<file path="config.mk">
export PLATFORM = sky130hd
export DESIGN_NAME = mem_access_ctrl_flat
export DESIGN_NICKNAME = d
export VERILOG_FILES = /design/src/rtl/mem_pkg.sv /design/src/rtl/mem_access_ctrl_if.sv /design/src/rtl/mem_access_ctrl_wait_counter.sv /design/src/rtl/mem_access_ctrl.sv /design/src/flat_wrapper.sv
export SDC_FILE = /design/constraint.sdc
export NUM_CORES = 1
export LEC_CHECK = 0
export CAP_MARGIN = 0
export CELL_PAD_IN_SITES_DETAIL_PLACEMENT = 1
export CELL_PAD_IN_SITES_GLOBAL_PLACEMENT = 1
export CORE_ASPECT_RATIO = 0.75
export CORE_MARGIN = 3
export CORE_UTILIZATION = 30
export DETAILED_ROUTE_END_ITERATION = 6
export PLACE_DENSITY_LB_ADDON = 0.2
export SYNTH_ARGS = -nofsm -noshare
export SYNTH_HDL_FRONTEND = slang
export SYNTH_SLANG_ARGS = --single-unit
</file>
<file path="constraint.sdc">
create_clock -name clk -period 4.6 [get_ports clk]
set_clock_uncertainty 0.05 [all_clocks]
set_input_delay 1.38 -clock clk [delete_from_list [all_inputs] [get_ports clk]]
set_output_delay 1.38 -clock clk [all_outputs]
set_load 0.005 [all_outputs]
</file>
<file path="src/rtl/mem_pkg.sv">
// mem_pkg
// Shared constants for the memory-access controller slice.
//   - FSM state encoding (kept as plain 2-bit constants so that older
//     tooling and waveform decoders that expect fixed values still work).
//   - Default RAM address and data widths.
//   - A helper that checks whether the upper MAR bits are all zero.
package mem_pkg;

  localparam int MEM_ADDR_W = 9;
  localparam int MEM_DATA_W = 32;

  localparam logic [1:0] ST_IDLE   = 2'd0;
  localparam logic [1:0] ST_ACCESS = 2'd1;
  localparam logic [1:0] ST_DONE   = 2'd2;

  // True when every MAR bit at or above position aw is zero, meaning the
  // address fits inside the RAM without wrapping.
  function automatic logic addr_upper_zero(input logic [31:0] addr, input int unsigned aw);
    return ((addr >> aw) == 32'd0);
  endfunction

endpackage

</file>
<file path="src/rtl/mem_access_ctrl_if.sv">
// mem_access_ctrl_if
// Bundles the control-unit handshake and the RAM bus of the memory-access
// controller.
//   slave  modport : controller view (requests and RAM read data in;
//                    RAM address/data/enables, Mdatain and status out).
//   master modport : environment view (control unit + RAM), the reverse.
// Signals:
//   read, write          request strobes, held until mem_ready
//   MAR_data_out         address from MAR (32 bits)
//   MDR_data_out         write data from MDR (32 bits)
//   ram_rdata            RAM read data, valid one cycle after ram_re
//   ram_addr, ram_wdata  registered RAM address / write data
//   ram_re, ram_we       RAM enables
//   Mdatain              last read word towards the MDR mux
//   mem_ready, busy      handshake status
//   mem_err              one-cycle pulse on an illegal request
interface mem_access_ctrl_if #(
  parameter int ADDR_W = 9,
  parameter int DATA_W = 32
);
  logic              read;
  logic              write;
  logic [31:0]       MAR_data_out;
  logic [31:0]       MDR_data_out;
  logic [DATA_W-1:0] ram_rdata;
  logic [ADDR_W-1:0] ram_addr;
  logic [DATA_W-1:0] ram_wdata;
  logic              ram_re;
  logic              ram_we;
  logic [DATA_W-1:0] Mdatain;
  logic              mem_ready;
  logic              busy;
  logic              mem_err;

  modport slave (
    input  read, write, MAR_data_out, MDR_data_out, ram_rdata,
    output ram_addr, ram_wdata, ram_re, ram_we, Mdatain, mem_ready, busy, mem_err
  );

  modport master (
    output read, write, MAR_data_out, MDR_data_out, ram_rdata,
    input  ram_addr, ram_wdata, ram_re, ram_we, Mdatain, mem_ready, busy, mem_err
  );
endinterface

</file>
<file path="src/rtl/mem_access_ctrl_wait_counter.sv">
// wait_counter
// Loadable down-counter with a zero flag. Used to time RAM wait states and
// reusable for I/O strobe timing. Stops at zero rather than wrapping.
// Ports:
//   clk       clock, rising edge
//   reset     synchronous active-low reset (count -> 0)
//   load      load load_val (takes priority over dec)
//   load_val  value to load
//   dec       decrement by one when non-zero
//   zero      count is zero
module wait_counter #(
  parameter int W = 4
) (
  input  logic         clk,
  input  logic         reset,
  input  logic         load,
  input  logic [W-1:0] load_val,
  input  logic         dec,
  output logic         zero
);

  logic [W-1:0] count_r;

  // Counter register: load wins over decrement, saturates at zero.
  always_ff @(posedge clk) begin
    if (!reset) begin
      count_r <= {W{1'b0}};
    end else if (load) begin
      count_r <= load_val;
    end else if (dec && (count_r != {W{1'b0}})) begin
      count_r <= count_r - {{(W-1){1'b0}}, 1'b1};
    end else begin
      count_r <= count_r;
    end
  end

  assign zero = (count_r == {W{1'b0}});

endmodule

</file>
<file path="src/rtl/mem_access_ctrl.sv">
// mem_access_ctrl
// Sequential memory-access controller between the MAR/MDR pair and a
// synchronous RAM. A single read or write request is latched in IDLE, the
// RAM enable is held for WAIT_STATES+1 cycles in ACCESS (read data captured
// into Mdatain on the final edge), and DONE raises mem_ready until the
// originating request drops (4-phase handshake).
// Ports:
//   clk    clock, rising edge
//   reset  synchronous active-low reset
//   bus    mem_access_ctrl_if.slave (requests, RAM bus, Mdatain, status)
// Parameters: ADDR_W (RAM word address), DATA_W, WAIT_STATES (0..15).
// Build option: define MEM_RANGE_CHECK_EN to reject addresses whose bits
// above ADDR_W are non-zero (mem_err pulse, no RAM access, handshake still
// completes). Without it the upper address bits are truncated.
module mem_access_ctrl
  import mem_pkg::*;
#(
  parameter int ADDR_W      = MEM_ADDR_W,
  parameter int DATA_W      = MEM_DATA_W,
  parameter int WAIT_STATES = 1
) (
  input logic              clk,
  input logic              reset,
  mem_access_ctrl_if.slave bus
);

  logic [1:0]        state_r;
  logic              is_read_r;    // originating request was a read
  logic              err_hold_r;   // blocks acceptance until both strobes drop
  logic [ADDR_W-1:0] ram_addr_r;
  logic [DATA_W-1:0] ram_wdata_r;
  logic              ram_re_r;
  logic              ram_we_r;
  logic [DATA_W-1:0] mdatain_r;
  logic              mem_ready_r;
  logic              busy_r;
  logic              mem_err_r;

  logic req_single_s;
  logic req_both_s;
  logic addr_bad_s;
  logic cnt_load_s;
  logic cnt_dec_s;
  logic cnt_zero_s;
  logic orig_req_s;

  // Request decode and wait-counter control.
  always_comb begin
    req_single_s = bus.read ^ bus.write;
    req_both_s   = bus.read & bus.write;
`ifdef MEM_RANGE_CHECK_EN
    addr_bad_s   = !addr_upper_zero(bus.MAR_data_out, ADDR_W);
`else
    addr_bad_s   = 1'b0;
`endif
    cnt_load_s   = (state_r == ST_IDLE) && !err_hold_r && req_single_s && !addr_bad_s;
    cnt_dec_s    = (state_r == ST_ACCESS);
    orig_req_s   = is_read_r ? bus.read : bus.write;
  end

  wait_counter #(.W(4)) u_wait (
    .clk      (clk),
    .reset    (reset),
    .load     (cnt_load_s),
    .load_val (4'(WAIT_STATES)),
    .dec      (cnt_dec_s),
    .zero     (cnt_zero_s)
  );

  // Main FSM; every output is a register so the RAM and MDR see clean edges.
  always_ff @(posedge clk) begin
    if (!reset) begin
      state_r     <= ST_IDLE;
      is_read_r   <= 1'b0;
      err_hold_r  <= 1'b0;
      ram_addr_r  <= {ADDR_W{1'b0}};
      ram_wdata_r <= {DATA_W{1'b0}};
      ram_re_r    <= 1'b0;
      ram_we_r    <= 1'b0;
      mdatain_r   <= {DATA_W{1'b0}};
      mem_ready_r <= 1'b0;
      busy_r      <= 1'b0;
      mem_err_r   <= 1'b0;
    end else begin
      mem_err_r <= 1'b0;
      case (state_r)
        ST_IDLE: begin
          if (err_hold_r) begin
            // After a read+write collision nothing is accepted until both drop.
            err_hold_r <= bus.read | bus.write;
          end else if (req_both_s) begin
            mem_err_r  <= 1'b1;
            err_hold_r <= 1'b1;
          end else if (req_single_s) begin
            is_read_r <= bus.read;
            busy_r    <= 1'b1;
            if (addr_bad_s) begin
              // Out-of-range: skip the RAM but finish the handshake.
              mem_err_r   <= 1'b1;
              mem_ready_r <= 1'b1;
              state_r     <= ST_DONE;
            end else begin
              ram_addr_r  <= bus.MAR_data_out[ADDR_W-1:0];
              ram_wdata_r <= bus.MDR_data_out;
              ram_re_r    <= bus.read;
              ram_we_r    <= bus.write;
              state_r     <= ST_ACCESS;
            end
          end else begin
            state_r <= ST_IDLE;
          end
        end

        ST_ACCESS: begin
          if (cnt_zero_s) begin
            if (ram_re_r) begin
              mdatain_r <= bus.ram_rdata;
            end else begin
              mdatain_r <= mdatain_r;
            end
            ram_re_r    <= 1'b0;
            ram_we_r    <= 1'b0;
            mem_ready_r <= 1'b1;
            state_r     <= ST_DONE;
          end else begin
            state_r <= ST_ACCESS;
          end
        end

        ST_DONE: begin
          if (!orig_req_s) begin
            mem_ready_r <= 1'b0;
            busy_r      <= 1'b0;
            state_r     <= ST_IDLE;
          end else begin
            state_r <= ST_DONE;
          end
        end

        default: begin
          ram_re_r    <= 1'b0;
          ram_we_r    <= 1'b0;
          mem_ready_r <= 1'b0;
          busy_r      <= 1'b0;
          state_r     <= ST_IDLE;
        end
      endcase
    end
  end

  assign bus.ram_addr  = ram_addr_r;
  assign bus.ram_wdata = ram_wdata_r;
  assign bus.ram_re    = ram_re_r;
  assign bus.ram_we    = ram_we_r;
  assign bus.Mdatain   = mdatain_r;
  assign bus.mem_ready = mem_ready_r;
  assign bus.busy      = busy_r;
  assign bus.mem_err   = mem_err_r;

endmodule

</file>
<file path="src/flat_wrapper.sv">
// flat-port wrapper written by rule: the top's interface ports become plain ports
module mem_access_ctrl_flat import mem_pkg::*;
#(
  parameter int ADDR_W      = MEM_ADDR_W,
  parameter int DATA_W      = MEM_DATA_W,
  parameter int WAIT_STATES = 1
)
  (clk, reset, bus_read, bus_write, bus_MAR_data_out, bus_MDR_data_out, bus_ram_rdata, bus_ram_addr, bus_ram_wdata, bus_ram_re, bus_ram_we, bus_Mdatain, bus_mem_ready, bus_busy, bus_mem_err);
  mem_access_ctrl_if #(.ADDR_W(ADDR_W), .DATA_W(DATA_W)) bus_i ();
  input logic clk;
  input logic reset;
  input wire logic [$bits(bus_i.read)-1:0] bus_read;
  input wire logic [$bits(bus_i.write)-1:0] bus_write;
  input wire logic [$bits(bus_i.MAR_data_out)-1:0] bus_MAR_data_out;
  input wire logic [$bits(bus_i.MDR_data_out)-1:0] bus_MDR_data_out;
  input wire logic [$bits(bus_i.ram_rdata)-1:0] bus_ram_rdata;
  output wire logic [$bits(bus_i.ram_addr)-1:0] bus_ram_addr;
  output wire logic [$bits(bus_i.ram_wdata)-1:0] bus_ram_wdata;
  output wire logic [$bits(bus_i.ram_re)-1:0] bus_ram_re;
  output wire logic [$bits(bus_i.ram_we)-1:0] bus_ram_we;
  output wire logic [$bits(bus_i.Mdatain)-1:0] bus_Mdatain;
  output wire logic [$bits(bus_i.mem_ready)-1:0] bus_mem_ready;
  output wire logic [$bits(bus_i.busy)-1:0] bus_busy;
  output wire logic [$bits(bus_i.mem_err)-1:0] bus_mem_err;
  assign bus_i.read = bus_read;
  assign bus_i.write = bus_write;
  assign bus_i.MAR_data_out = bus_MAR_data_out;
  assign bus_i.MDR_data_out = bus_MDR_data_out;
  assign bus_i.ram_rdata = bus_ram_rdata;
  assign bus_ram_addr = bus_i.ram_addr;
  assign bus_ram_wdata = bus_i.ram_wdata;
  assign bus_ram_re = bus_i.ram_re;
  assign bus_ram_we = bus_i.ram_we;
  assign bus_Mdatain = bus_i.Mdatain;
  assign bus_mem_ready = bus_i.mem_ready;
  assign bus_busy = bus_i.busy;
  assign bus_mem_err = bus_i.mem_err;
  mem_access_ctrl #(.ADDR_W(ADDR_W), .DATA_W(DATA_W), .WAIT_STATES(WAIT_STATES)) u_core (.clk(clk), .reset(reset), .bus(bus_i));
endmodule
</file>
* After elaboration in Yosys (flattened, before gate mapping)
Index checks and enable logic that the tools add are counted.
Operators by class: order comparisons 0, multiply operators 0, mux-type cells 27, div/mod/pow operators 0, shifts and indexed selects 0, bitwise operators 9, reductions and logical operators 16, equal/unequal tests 7, add/subtract/negate cells 1
Operators by type and width (number):
- 2-to-1 mux 1 bit | 18
- case mux 1 bit (3 select lines) | 4
- AND reduction 5 bit | 2
- 2-to-1 mux 2 bit | 4
- inequality test 2 bit (second input constant) | 3
- inverter 1 bit | 6
- case mux 2 bit (3 select lines) | 1
- AND reduction 3 bit | 2
- logical NOT 4 bit | 1
- inequality test 2 x 1 -> 1 bit (second input constant) | 2
- AND reduction 4 bit | 1
- nonzero test 4 bit | 1
- subtractor 4 x 1 -> 4 bit (second input constant) | 1
- logical AND 1 bit | 3
- OR reduction 3 bit | 1
- == test 2 x 1 -> 1 bit (second input constant) | 1
- == test 2 bit (second input constant) | 1
- logical NOT 2 bit | 1
- AND reduction 2 bit | 1
- nonzero test 2 bit | 1
- OR reduction 2 bit | 1
- bitwise AND 1 bit | 1
- logical NOT 1 bit | 1
- OR 1 bit | 1
- bitwise XOR 1 bit | 1
Word-level totals: word-level logic and storage cells 73, output and inout bits 78, bits in registers 86, bits in latches 0, memory bits (writable) 0, memories 0, ROM bits 0

* Logic depth before layout (Yosys ltp)
Gate-level depths: netlist of run 1.
word-level depth 5, mapped depth 7

* Cells and area by module
Synthesis of run 1 repeated with hierarchy kept, for this count alone.
Second synthesis, totals: cells, all modules 398, area, all modules 3483.3 um^2
By module, submodules not included:
- mem_access_ctrl | seq. area each 1641.6 um^2, instances 1, cells each 367, area an instance 3226.8 um^2
- wait_counter | seq. area each 80.1 um^2, instances 1, cells each 31, area an instance 256.5 um^2

* Worst setup path after synthesis of run 1
Ideal clock, no wire load.
path type in2reg, start input bus_write, end register u_core.ram_wdata_r[1], in the netlist u_core.bus.ram_wdata[1], arrival time 2.681 ns, path slack 1.736 ns, stages on the path 7, required time 4.418 ns, path through inv_1 ha_1 or4b_1 clkbuf_1 clkbuf_1 o21ai_0 a21oi_1
Between the ends: longest elaborated chain between the ends 3
Ends and longest elaborated chain:
- start, declared | RTL line flat_wrapper.sv:13 | input wire logic [$bits(bus_i.write)-1:0] bus_write;
- bitwise AND 1 bit | RTL line mem_access_ctrl.sv:50 | req_both_s = bus.read & bus.write;
- inverter 1 bit (no line)
- AND reduction 4 bit (no line) (*)
- end signal, assigned | RTL line mem_access_ctrl.sv:77 | ram_wdata_r <= {DATA_W{1'b0}};
- end signal, assigned | RTL line mem_access_ctrl.sv:104 | ram_wdata_r <= bus.MDR_data_out;
- end, declared | RTL line mem_access_ctrl.sv:31 | logic [DATA_W-1:0] ram_wdata_r;
Mark *: on every way between the ends. The rest lies on a longest branch, timed or not. A chain may end at the register's enable or synchronous reset.

* Worst setup path after layout of run 1
start input bus_write, end register u_core.ram_addr_r[4], in the netlist u_core.bus.ram_addr[4]
Between the ends: longest elaborated chain between the ends 3
Ends and longest elaborated chain:
- bitwise AND 1 bit | RTL line mem_access_ctrl.sv:50
- inverter 1 bit (no line)
- AND reduction 4 bit (no line) (*)
- end signal, assigned | RTL line mem_access_ctrl.sv:76 | ram_addr_r <= {ADDR_W{1'b0}};
- end signal, assigned | RTL line mem_access_ctrl.sv:103 | ram_addr_r <= bus.MAR_data_out[ADDR_W-1:0];
- end, declared | RTL line mem_access_ctrl.sv:30 | logic [ADDR_W-1:0] ram_addr_r;
Marked as above.

==> results of run 1 <==
[tightest hold or removal path, cell delays in order (launching register included)]
cell and delay, ns:
dfxtp_1 0.31, nand2_1 0.05, mux2i_1 0.05
[cell usage after synthesis (all sizes together), types with 2 or more instances]
master and count:
a211oi 4, a21oi 49, a22oi 2, buf 8
clkbuf 30, dfxtp 86, ha 3, inv 10
mux2i 33, nand2 70, nand3 42, nor2 4
o21ai 45, or3 2, or4 3, or4b 2
[per-stage QoR]
step / instance area [µm²] / power (µW) / util (%) / worst slack, ns
after global routing: 5390 / 2030 / 48.5 / 0.929
after floorplan: 3480 / 988 / - / 1.74
final: 5390 / 1930 / 48.5 / 1.02
after global placement: 5080 / 1170 / 45.7 / 0.769
after detailed placement: 5080 / 1180 / 45.7 / 0.685
after CTS: 5390 / 1960 / 48.5 / 1.05
[cells by family (layout without fill, tap and decap cells)]
logic type | after synthesis | in the layout | share of synthesized area, %
fa+ha+maj | 3 | 3 | 1.08
compound gates | 105 | 105 | 16.0
buf+inv | 48 | 188 | 6.15
simple gates | 131 | 131 | 17.8
flops | 86 | 86 | 49.5
mux | 33 | 33 | 9.49
[metal layers]
| layer | routed length (µm) | track usage, % | vias to the layer above |
|---|---|---|---|
| li1 | - | - | 1672 |
| met1 | 4780 | 21.0 | 1640 |
| met2 | 5360 | 28.0 | 87 |
| met3 | 780 | 6.55 | 13 |
| met4 | 177 | 5.38 | 0 |
| met5 | 0 | 0 | - |
[worst min path at each step]
stage / startpoint / to / slack [ns] / cells past startpoint
global route: u_core.bus.Mdatain[10]$_SDFFE_PN0P_ / u_core.bus.Mdatain[10]$_SDFFE_PN0P_ / 0.43 / 2
finish: u_core.bus.Mdatain[8]$_SDFFE_PN0P_ / u_core.bus.Mdatain[8]$_SDFFE_PN0P_ / 0.41 / 2
global placement: u_core.bus.Mdatain[16]$_SDFFE_PN0P_ / u_core.bus.Mdatain[16]$_SDFFE_PN0P_ / 0.39 / 2
detailed placement: u_core.bus.Mdatain[10]$_SDFFE_PN0P_ / u_core.bus.Mdatain[10]$_SDFFE_PN0P_ / 0.40 / 2
floorplan: u_core.bus.Mdatain[0]$_SDFFE_PN0P_ / u_core.bus.Mdatain[0]$_SDFFE_PN0P_ / 0.40 / 2
CTS: u_core.bus.Mdatain[21]$_SDFFE_PN0P_ / u_core.bus.Mdatain[21]$_SDFFE_PN0P_ / 0.41 / 2
[area by class of cell]
type / count / share of cell area (%)
Tap cell: 140 / 3.25
Sequential cell: 86 / 31.9
Clock buffer: 9 / 4.18
Clock inverter: 7 / 1.65
Timing Repair Buffer: 162 / 29.6
Multi-Input combinational cell: 272 / 28.7
Inverter: 10 / 0.696
[cell usage in the layout (no fill, tap or decap), types with 2 or more instances in the layout]
cell type and n:
clkdlybuf4s50_1 153, dfxtp_1 86, nand2_1 70, a21oi_1 49
nand3_1 42, o21ai_0 40, mux2i_1 33, inv_1 10
clkbuf_16 9, buf_4 8, o21ai_1 5, nor2_1 4
a211oi_1 4, clkinv_2 4, or4_1 3, ha_1 3
a22oi_1 2, or3_1 2, bufinv_16 2
[sequential cells by signal, indices dropped and copies added (netlist names)]
signal,flops
u_core.bus.Mdatain,32
u_core.u_wait.count_r,4
u_core.bus.mem_ready,1
u_core.bus.ram_re,1
u_core.bus.ram_wdata,32
u_core.is_read_r,1
u_core.bus.busy,1
u_core.bus.mem_err,1
u_core.bus.ram_we,1
u_core.state_r,2
u_core.bus.ram_addr,9
u_core.err_hold_r,1
[where the power goes]
part	internal (µW)	switching (µW)	leakage, µW	total [µW]
clock network	473	296	0.000159	769
logic	182	160	0.00104	342
registers	789	28.1	0.000699	818
==> results.json, run 1 <==
{
  "post-place-cells": 670,
  "yosysUniqueCellTypes": 34,
  "cts_max_level": 3,
  "num_io_pins": 178,
  "grt_pass1_vias": 3525,
  "rr_startpoint": "u_core.u_wait.count_r[0]$_SDFFE_PN0P_",
  "syn_area_mm2": 0.00348,
  "r2r_slack_ns": 2.13,
  "synthFlopType": "dfxtp_1",
  "multiInputGateArea_mm2": 0.00155,
  "die_area_mm2": 0.0129,
  "grt.total_usage_pct": 17.2,
  "num-fill-cells": 1268,
  "seq_area_frac_synth_pct": 49.5,
  "cts_sinks": 86,
  "antenna_found_initial": 0,
  "wl_per_cell_um": 16.2,
  "worst_setup_path_start_kind": "primary input",
  "power.density_mw_per_mm2": 358,
  "fin_nets": 644,
  "yosysTopAreaCellShare_pct": 49.5,
  "vias_per_cell": 4.97,
  "slowest_delay_ns": 0.69,
  "clock_latency_ns": 0.33,
  "antennaDiodeCount": 0,
  "holdBufCountCts": 0,
  "syn_area_per_cell_um2": 8.57,
  "setup_tns_ns": 0,
  "netlist_instances": 406,
  "rsz0062_at_grt": "false",
  "cts_tree": "done",
  "post-cts-setup-buffer-count": 0,
  "syn_nets": 509,
  "rr_worst_depth": 5,
  "cts-root-buf": "clkbuf_16",
  "startpoint": "bus_write",
  "ys_ff_latch": 86,
  "drt-pass1-iter-count": 4,
  "finalMaxSlewViolations": 0,
  "cts_resized": 0,
  "relSlewSlack_pct": 35.3,
  "critPathKind": "primary input to flop",
  "crit_fanout": 31,
  "ys_async_sr_fraction_pct": 0,
  "setup-violations-final": 0,
  "holdCritPathClass": "flop to flop",
  "critPathBufInv": 3,
  "cp-end-kind": "flop",
  "synth_area_leaders": "dfxtp_1, mux2i_1, nand2_1, a21oi_1, nand3_1",
  "p_leak_uw": 0.00190,
  "hpwl_um": 7790,
  "synth_edf_count": 0,
  "drt_iter0_markers": 128,
  "start_util_pct": 31.3,
  "rr_endpoint": "u_core.bus.Mdatain[4]$_SDFFE_PN0P_",
  "ir_worst_vdd_v": 0.000199,
  "place.gp.congestion": 0.799,
  "yosys_warnings": 0,
  "hold_viol_final": 0,
  "grt_max_degree": 65,
  "worst_pin_slew_ns": 0.970,
  "slowest_stage": "or4b_1",
  "critPathCapture": "u_core.bus.ram_addr[4]$_SDFFE_PN0P_",
  "drc": 0,
  "rows": 33,
  "die_h_um": 99.3,
  "io_buffers": 154,
  "cp_num_cells": 7,
  "whs_ns": 0.409,
  "drt_wl_total_um": 11100,
  "cts_buffers": 9,
  "stdcell_count": 686,
  "critPathArrivalTime_ns": 3.72,
  "core_mm2": 0.0111,
  "path_cells": "clkdlybuf4s50_1, inv_1, ha_1, or4b_1, buf_4, o21ai_0, a21oi_1",
  "area_delta_synth_final_pct": 54.9,
  "cts.reportedPaths.clkPinSlew_ns": 0.06,
  "layout-drive-gt1-share_pct": 5.31,
  "vias": 3412,
  "overflow": 0,
  "ant_nets": 0,
  "grt_pass1_wl_um": 17900,
  "max-cap-violations": 0,
  "status": "finished clean",
  "required_ns": 4.74,
  "cts.path.max_buffers": 2,
  "fmax_ghz": 0.280,
  "seqCellArea_mm2": 0.00172,
  "critPathTopFamily": "buffers and inverters",
  "finalCriticalPeriod_ns": 3.58,
  "synth_top_area_cell": "dfxtp_1",
  "timing.final.crit_share_pct": 77.7,
  "fp.dieW_um": 130
}
(Power assumes the default switching activity.)
==> inputs of run 2 (changes only) <==
--- a/config.mk
+++ b/config.mk
@@ -10,7 +10,7 @@
 export CELL_PAD_IN_SITES_GLOBAL_PLACEMENT = 1
 export CORE_ASPECT_RATIO = 0.75
 export CORE_MARGIN = 3
-export CORE_UTILIZATION = 30
+export CORE_UTILIZATION = 28
 export DETAILED_ROUTE_END_ITERATION = 6
 export PLACE_DENSITY_LB_ADDON = 0.2
 export SYNTH_ARGS = -nofsm -noshare
==> constraint.sdc (replaced) <==
create_clock -name clk -period 3.6 [get_ports clk]
set_clock_uncertainty 0.05 [all_clocks]
set_input_delay 1.08 -clock clk [delete_from_list [all_inputs] [get_ports clk]]
set_output_delay 1.08 -clock clk [all_outputs]
set_load 0.005 [all_outputs]
==> run 2 against run 1 <==
  * Die area is 6.8% higher
  * Total power is 30% higher
  * Combinational power is 30% higher
  * Critical path depth stayed put
  * Critical endpoint is now u_core.bus.ram_wdata[26]$_SDFFE_PN0P_
  * Worst hold slack better by 0.00084 ns
==> results.json, run 2 (synthesis results as in run 1) <==
{
  "crit_fanout": 33,
  "relSlewSlack_pct": 56.5,
  "r2r_slack_ns": 1.08,
  "antenna_found_initial": 0,
  "combinationalPowerShare_pct": 17.7,
  "hpwl_um": 8000,
  "timing.final.crit_share_pct": 82.8,
  "final_cell_mix": "clkdlybuf4s50_1, dfxtp_1, nand2_1, a21oi_1, nand3_1",
  "cts_sinks": 86,
  "area_delta_synth_final_pct": 56.8,
  "setup_tns_ns": 0,
  "drt-pass1-iter-count": 4,
  "vias": 3408,
  "place.gp.congestion": 0.739,
  "cp-end-kind": "flop",
  "status": "finished clean",
  "holdCritPathClass": "flop to flop",
  "p_leak_uw": 0.00191,
  "cts.path.max_buffers": 2,
  "pwr-share-clk_pct": 40.7,
  "drc": 0,
  "stdcell_count": 709,
  "overflow": 0,
  "fp.dieW_um": 135,
  "clock_latency_ns": 0.33,
  "num_io_pins": 178,
  "grt_pass1_vias": 3605,
  "cts.reportedPaths.clkPinSlew_ns": 0.06,
  "critPathArrivalTime_ns": 3.13,
  "max-cap-violations": 0,
  "io_buffers": 154,
  "fin_nets": 645,
  "drt_wl_total_um": 11400,
  "start_util_pct": 29.3,
  "holdBufCountCts": 0,
  "cts-root-buf": "clkbuf_16",
  "cts_buffers": 9,
  "grt.total_usage_pct": 16.5,
  "hold_viol_final": 0,
  "ant_nets": 0,
  "vias_per_cell": 4.81,
  "worst_pin_slew_ns": 0.651,
  "finalMaxSlewViolations": 0,
  "post-cts-setup-buffer-count": 0,
  "core_mm2": 0.0119,
  "seqPwrFrac_pct": 41.6,
  "ir_worst_vdd_v": 0.000225,
  "switching_share_pct": 24.7,
  "setup-violations-final": 0,
  "p_int_uw": 1890,
  "p_switching_uw": 621,
  "fin_ws_ns": 0.619,
  "fmax_ghz": 0.335,
  "post-place-cells": 693,
  "post-place-ws_ns": 0.256,
  "antennaDiodeCount": 0,
  "drt_iter0_markers": 112,
  "worst_setup_path_start_kind": "primary input",
  "layout.cells.most_common": "clkdlybuf4s50_1",
  "die_h_um": 103,
  "cts_max_level": 3,
  "cts_tree": "done",
  "power.density_mw_per_mm2": 460,
  "rows": 34,
  "wl_per_cell_um": 16.0,
  "finalCriticalPeriod_ns": 2.98,
  "grt_max_degree": 49,
  "cts_resized": 0,
  "die_area_mm2": 0.0138,
  "rsz0062_at_grt": "false",
  "layout-drive-gt1-share_pct": 5.48,
  "critPathKind": "primary input to flop",
  "grt_pass1_wl_um": 18200,
  "required_ns": 3.75
}
[run 2: changes by cell type in the layout (fill, tap and decap cells not counted)]
cell,before,now
clkinv_2,4,1
clkbuf_8,0,2
buf_12,0,1
clkinvlp_4,0,1
[run 2: power by group through the flow]
stage / Sequential [µW] / Clock (µW) / Combinational, µW
after floorplan: 1060 / 0 / 202
after global placement: 1060 / 0 / 435
after detailed placement: 1070 / 0 / 448
after CTS: 1050 / 1060 / 450
after global routing: 1050 / 1100 / 490
final: 1050 / 1020 / 443
[run 2: per-layer routing]
| layer | track usage (%) | share of wire (%) | vias up |
|---|---|---|---|
| met5 | 0 | 0 | - |
| met4 | 4.85 | 1.3 | 0 |
| met3 | 6.73 | 7.2 | 13 |
| met2 | 27.6 | 49 | 86 |
| met1 | 19.7 | 43 | 1642 |
| li1 | - | - | 1667 |
[run 2: final timing paths]
path	depth (start not counted)	endpoint	start
setup / recovery	7	u_core.bus.ram_wdata[26]$_SDFFE_PN0P_	bus_write
hold / removal	2	u_core.bus.Mdatain[12]$_SDFFE_PN0P_	u_core.bus.Mdatain[12]$_SDFFE_PN0P_
setup reg to reg	6	u_core.bus.Mdatain[8]$_SDFFE_PN0P_	u_core.u_wait.count_r[0]$_SDFFE_PN0P_
hold reg to reg	2	u_core.bus.Mdatain[12]$_SDFFE_PN0P_	u_core.bus.Mdatain[12]$_SDFFE_PN0P_
[run 2: metrics by stage]
step	total power, µW	hold WS [ns]	util [%]	instance area, µm²
2_1_floorplan	1260	0.401	-	3480
3_3_place_gp	1500	0.392	43.2	5120
3_5_place_dp	1510	0.402	43.2	5120
4_1_cts	2550	0.415	46.0	5460
5_1_grt	2640	0.429	46.0	5460
6_report	2510	0.410	46.0	5460
[run 2: cell type report]
type,count,area (µm²)
fillers,1355,6410
clock inverters,5,81.3
repair buffers,163,1620
well taps,162,203
clock buffers,11,253
multi-input cells,272,1550
flip-flops and latches,86,1720
inverters,10,37.5
[run 2: worst max-delay path, cell delays in order]
cell	delay, ns
clkdlybuf4s50_1	0.56
inv_1	0.07
ha_1	0.37
or4b_1	0.49
buf_4	0.26
o21ai_0	0.21
a21oi_1	0.09
==> inputs of run 3 (changes only) <==
==> constraint.sdc (replaced) <==
create_clock -name clk -period 3.1 [get_ports clk]
set_clock_uncertainty 0.05 [all_clocks]
set_input_delay 0.93 -clock clk [delete_from_list [all_inputs] [get_ports clk]]
set_output_delay 0.93 -clock clk [all_outputs]
set_load 0.005 [all_outputs]
==> run 3 against run 2 <==
  * Clock-buffer cell count fell by 1
  * Sequential power rose by 15%
  * Register-to-register slack got worse by 0.11 ns
  * Sequential share of layout area fell by 0.29 points
  * Non-clock buffer count rose by 6
  * Flip-flop and latch count did not move
  * Clock power rose by 20%
==> results.json, run 3 (synthesis results as in run 1) <==
{
  "status": "finished clean",
  "setup_tns_ns": 0,
  "cp_num_cells": 6,
  "cts_resized": 0,
  "max-cap-violations": 0,
  "slowest_stage": "clkdlybuf4s50_1",
  "grt_max_degree": 49,
  "stdcell_count": 715,
  "cts.path.max_buffers": 2,
  "multiInputGateArea_mm2": 0.00155,
  "io_buffers": 154,
  "fp.dieW_um": 135,
  "cts_tree": "done",
  "grtUsageMet2_pct": 27.0,
  "cts.reportedPaths.clkPinSlew_ns": 0.06,
  "crit_fanout": 5,
  "slowest_delay_ns": 0.52,
  "startpoint": "bus_read",
  "clock_latency_ns": 0.33,
  "grt_pass1_vias": 3515,
  "p_leak_uw": 0.00194,
  "fmax_ghz": 0.366,
  "holdCritPathClass": "flop to flop",
  "p_switching_uw": 714,
  "path_cells": "clkdlybuf4s50_1, inv_1, ha_1, or4b_4, or4_1, o21ai_0",
  "rows": 34,
  "num_io_pins": 178,
  "grt_use_met1_pct": 19.7,
  "finalCriticalPeriod_ns": 2.73,
  "holdBufCountCts": 0,
  "ant_nets": 0,
  "num-fill-cells": 1354,
  "pwr-share-clk_pct": 41.2,
  "finish.utilization_pct": 46.4,
  "use_met3_pct": 6.10,
  "required_ns": 3.30,
  "area_delta_synth_final_pct": 58.3,
  "antennaDiodeCount": 0,
  "overflow": 0,
  "setup-violations-final": 0,
  "rr_endpoint": "u_core.bus.Mdatain[31]$_SDFFE_PN0P_",
  "die_area_mm2": 0.0138,
  "seqCellArea_mm2": 0.00172,
  "worst_pin_slew_ns": 0.538,
  "cts_max_level": 3,
  "r2r_slack_ns": 0.97,
  "critPathArrivalTime_ns": 2.94,
  "drt_iter0_markers": 154,
  "start_util_pct": 29.3,
  "critPathBufInv": 2,
  "post-place-ws_ns": 0.0318,
  "drt-pass1-iter-count": 4,
  "vias_per_cell": 4.74,
  "final_cell_mix": "clkdlybuf4s50_1, dfxtp_1, nand2_1, a21oi_1, nand3_1",
  "fin_ws_ns": 0.369,
  "hold_viol_final": 0,
  "rr_worst_depth": 6,
  "switching_share_pct": 24.1,
  "ir_worst_vdd_v": 0.000306,
  "antenna_found_initial": 0,
  "layout.cells.most_common": "clkdlybuf4s50_1",
  "wl_per_cell_um": 15.5,
  "drt_wl_total_um": 11100,
  "p_int_uw": 2240,
  "critPathCapture": "u_core.bus.ram_we$_SDFFE_PN0P_",
  "grt_pass1_wl_um": 17800,
  "hpwl_um": 7870,
  "cts_buffers": 9,
  "core_mm2": 0.0119,
  "cp-end-kind": "flop",
  "critPathTopFamily": "simple AND/OR/NAND/NOR gates",
  "fin_total_pwr_uw": 2960,
  "layout-drive-gt1-share_pct": 6.33,
  "rsz0062_at_grt": "false",
  "post-cts-setup-buffer-count": 0,
  "grt.total_usage_pct": 16.0,
  "fin_nets": 651,
  "worst_setup_path_start_kind": "primary input",
  "cts-root-buf": "clkbuf_16",
  "power.density_mw_per_mm2": 537,
  "place.gp.congestion": 0.731,
  "drc": 0,
  "rr_startpoint": "u_core.u_wait.count_r[0]$_SDFFE_PN0P_",
  "hp-start": "u_core.bus.Mdatain[12]$_SDFFE_PN0P_",
  "vias": 3391,
  "die_h_um": 103,
  "combinationalPowerShare_pct": 17.8,
  "post-place-cells": 699,
  "critPathKind": "primary input to flop",
  "cts_sinks": 86,
  "grt_busiest_layer": "met2",
  "relSlewSlack_pct": 64.1,
  "timing.final.crit_share_pct": 88.1,
  "seqPwrFrac_pct": 41.0,
  "finalMaxSlewViolations": 0
}
## run 3: tightest hold or removal path, stage by stage, from the launching register on
cell,delay [ns]
dfxtp_1,0.31
nand2_1,0.05
mux2i_1,0.05
## run 3: final cells by class
type | count | share of cell area (%)
Clock inverter | 6 | 2.00
Timing Repair Buffer | 169 | 30.2
Sequential cell | 86 | 31.3
Clock buffer | 10 | 4.16
Multi-Input combinational cell | 272 | 28.1
Tap cell | 162 | 3.68
Inverter | 10 | 0.682
## run 3: per-layer routing
metal	share of wire (%)	vias up	wire length [µm]
met5	0	-	0
met1	44	1619	4910
li1	-	1685	-
met3	6.9	6	762
met2	48	81	5350
met4	0.61	0	68
## run 3: worst min path at each step
stage	endpoint	cells past startpoint	slack, ns
finish	u_core.bus.Mdatain[12]$_SDFFE_PN0P_	2	0.41
global route	u_core.bus.Mdatain[8]$_SDFFE_PN0P_	2	0.43
floorplan	u_core.bus.Mdatain[0]$_SDFFE_PN0P_	2	0.40
detailed placement	u_core.bus.Mdatain[16]$_SDFFE_PN0P_	2	0.40
global placement	u_core.bus.Mdatain[21]$_SDFFE_PN0P_	2	0.39
CTS	u_core.bus.Mdatain[12]$_SDFFE_PN0P_	2	0.41
## run 3: metrics by stage
stage	area, µm²	hold WS [ns]
after floorplan	3480	0.401
after global placement	5170	0.392
after detailed placement	5170	0.399
after CTS	5510	0.414
after global routing	5510	0.433
final	5510	0.408
## run 3: power groups by stage
stage          Sequential, µW  Combinational, µW  Clock, µW
6_report                 1210                527       1220
5_1_grt                  1220                584       1300
4_1_cts                  1210                535       1260
3_5_place_dp             1240                532          0
3_3_place_gp             1230                519          0
2_1_floorplan            1230                234          0
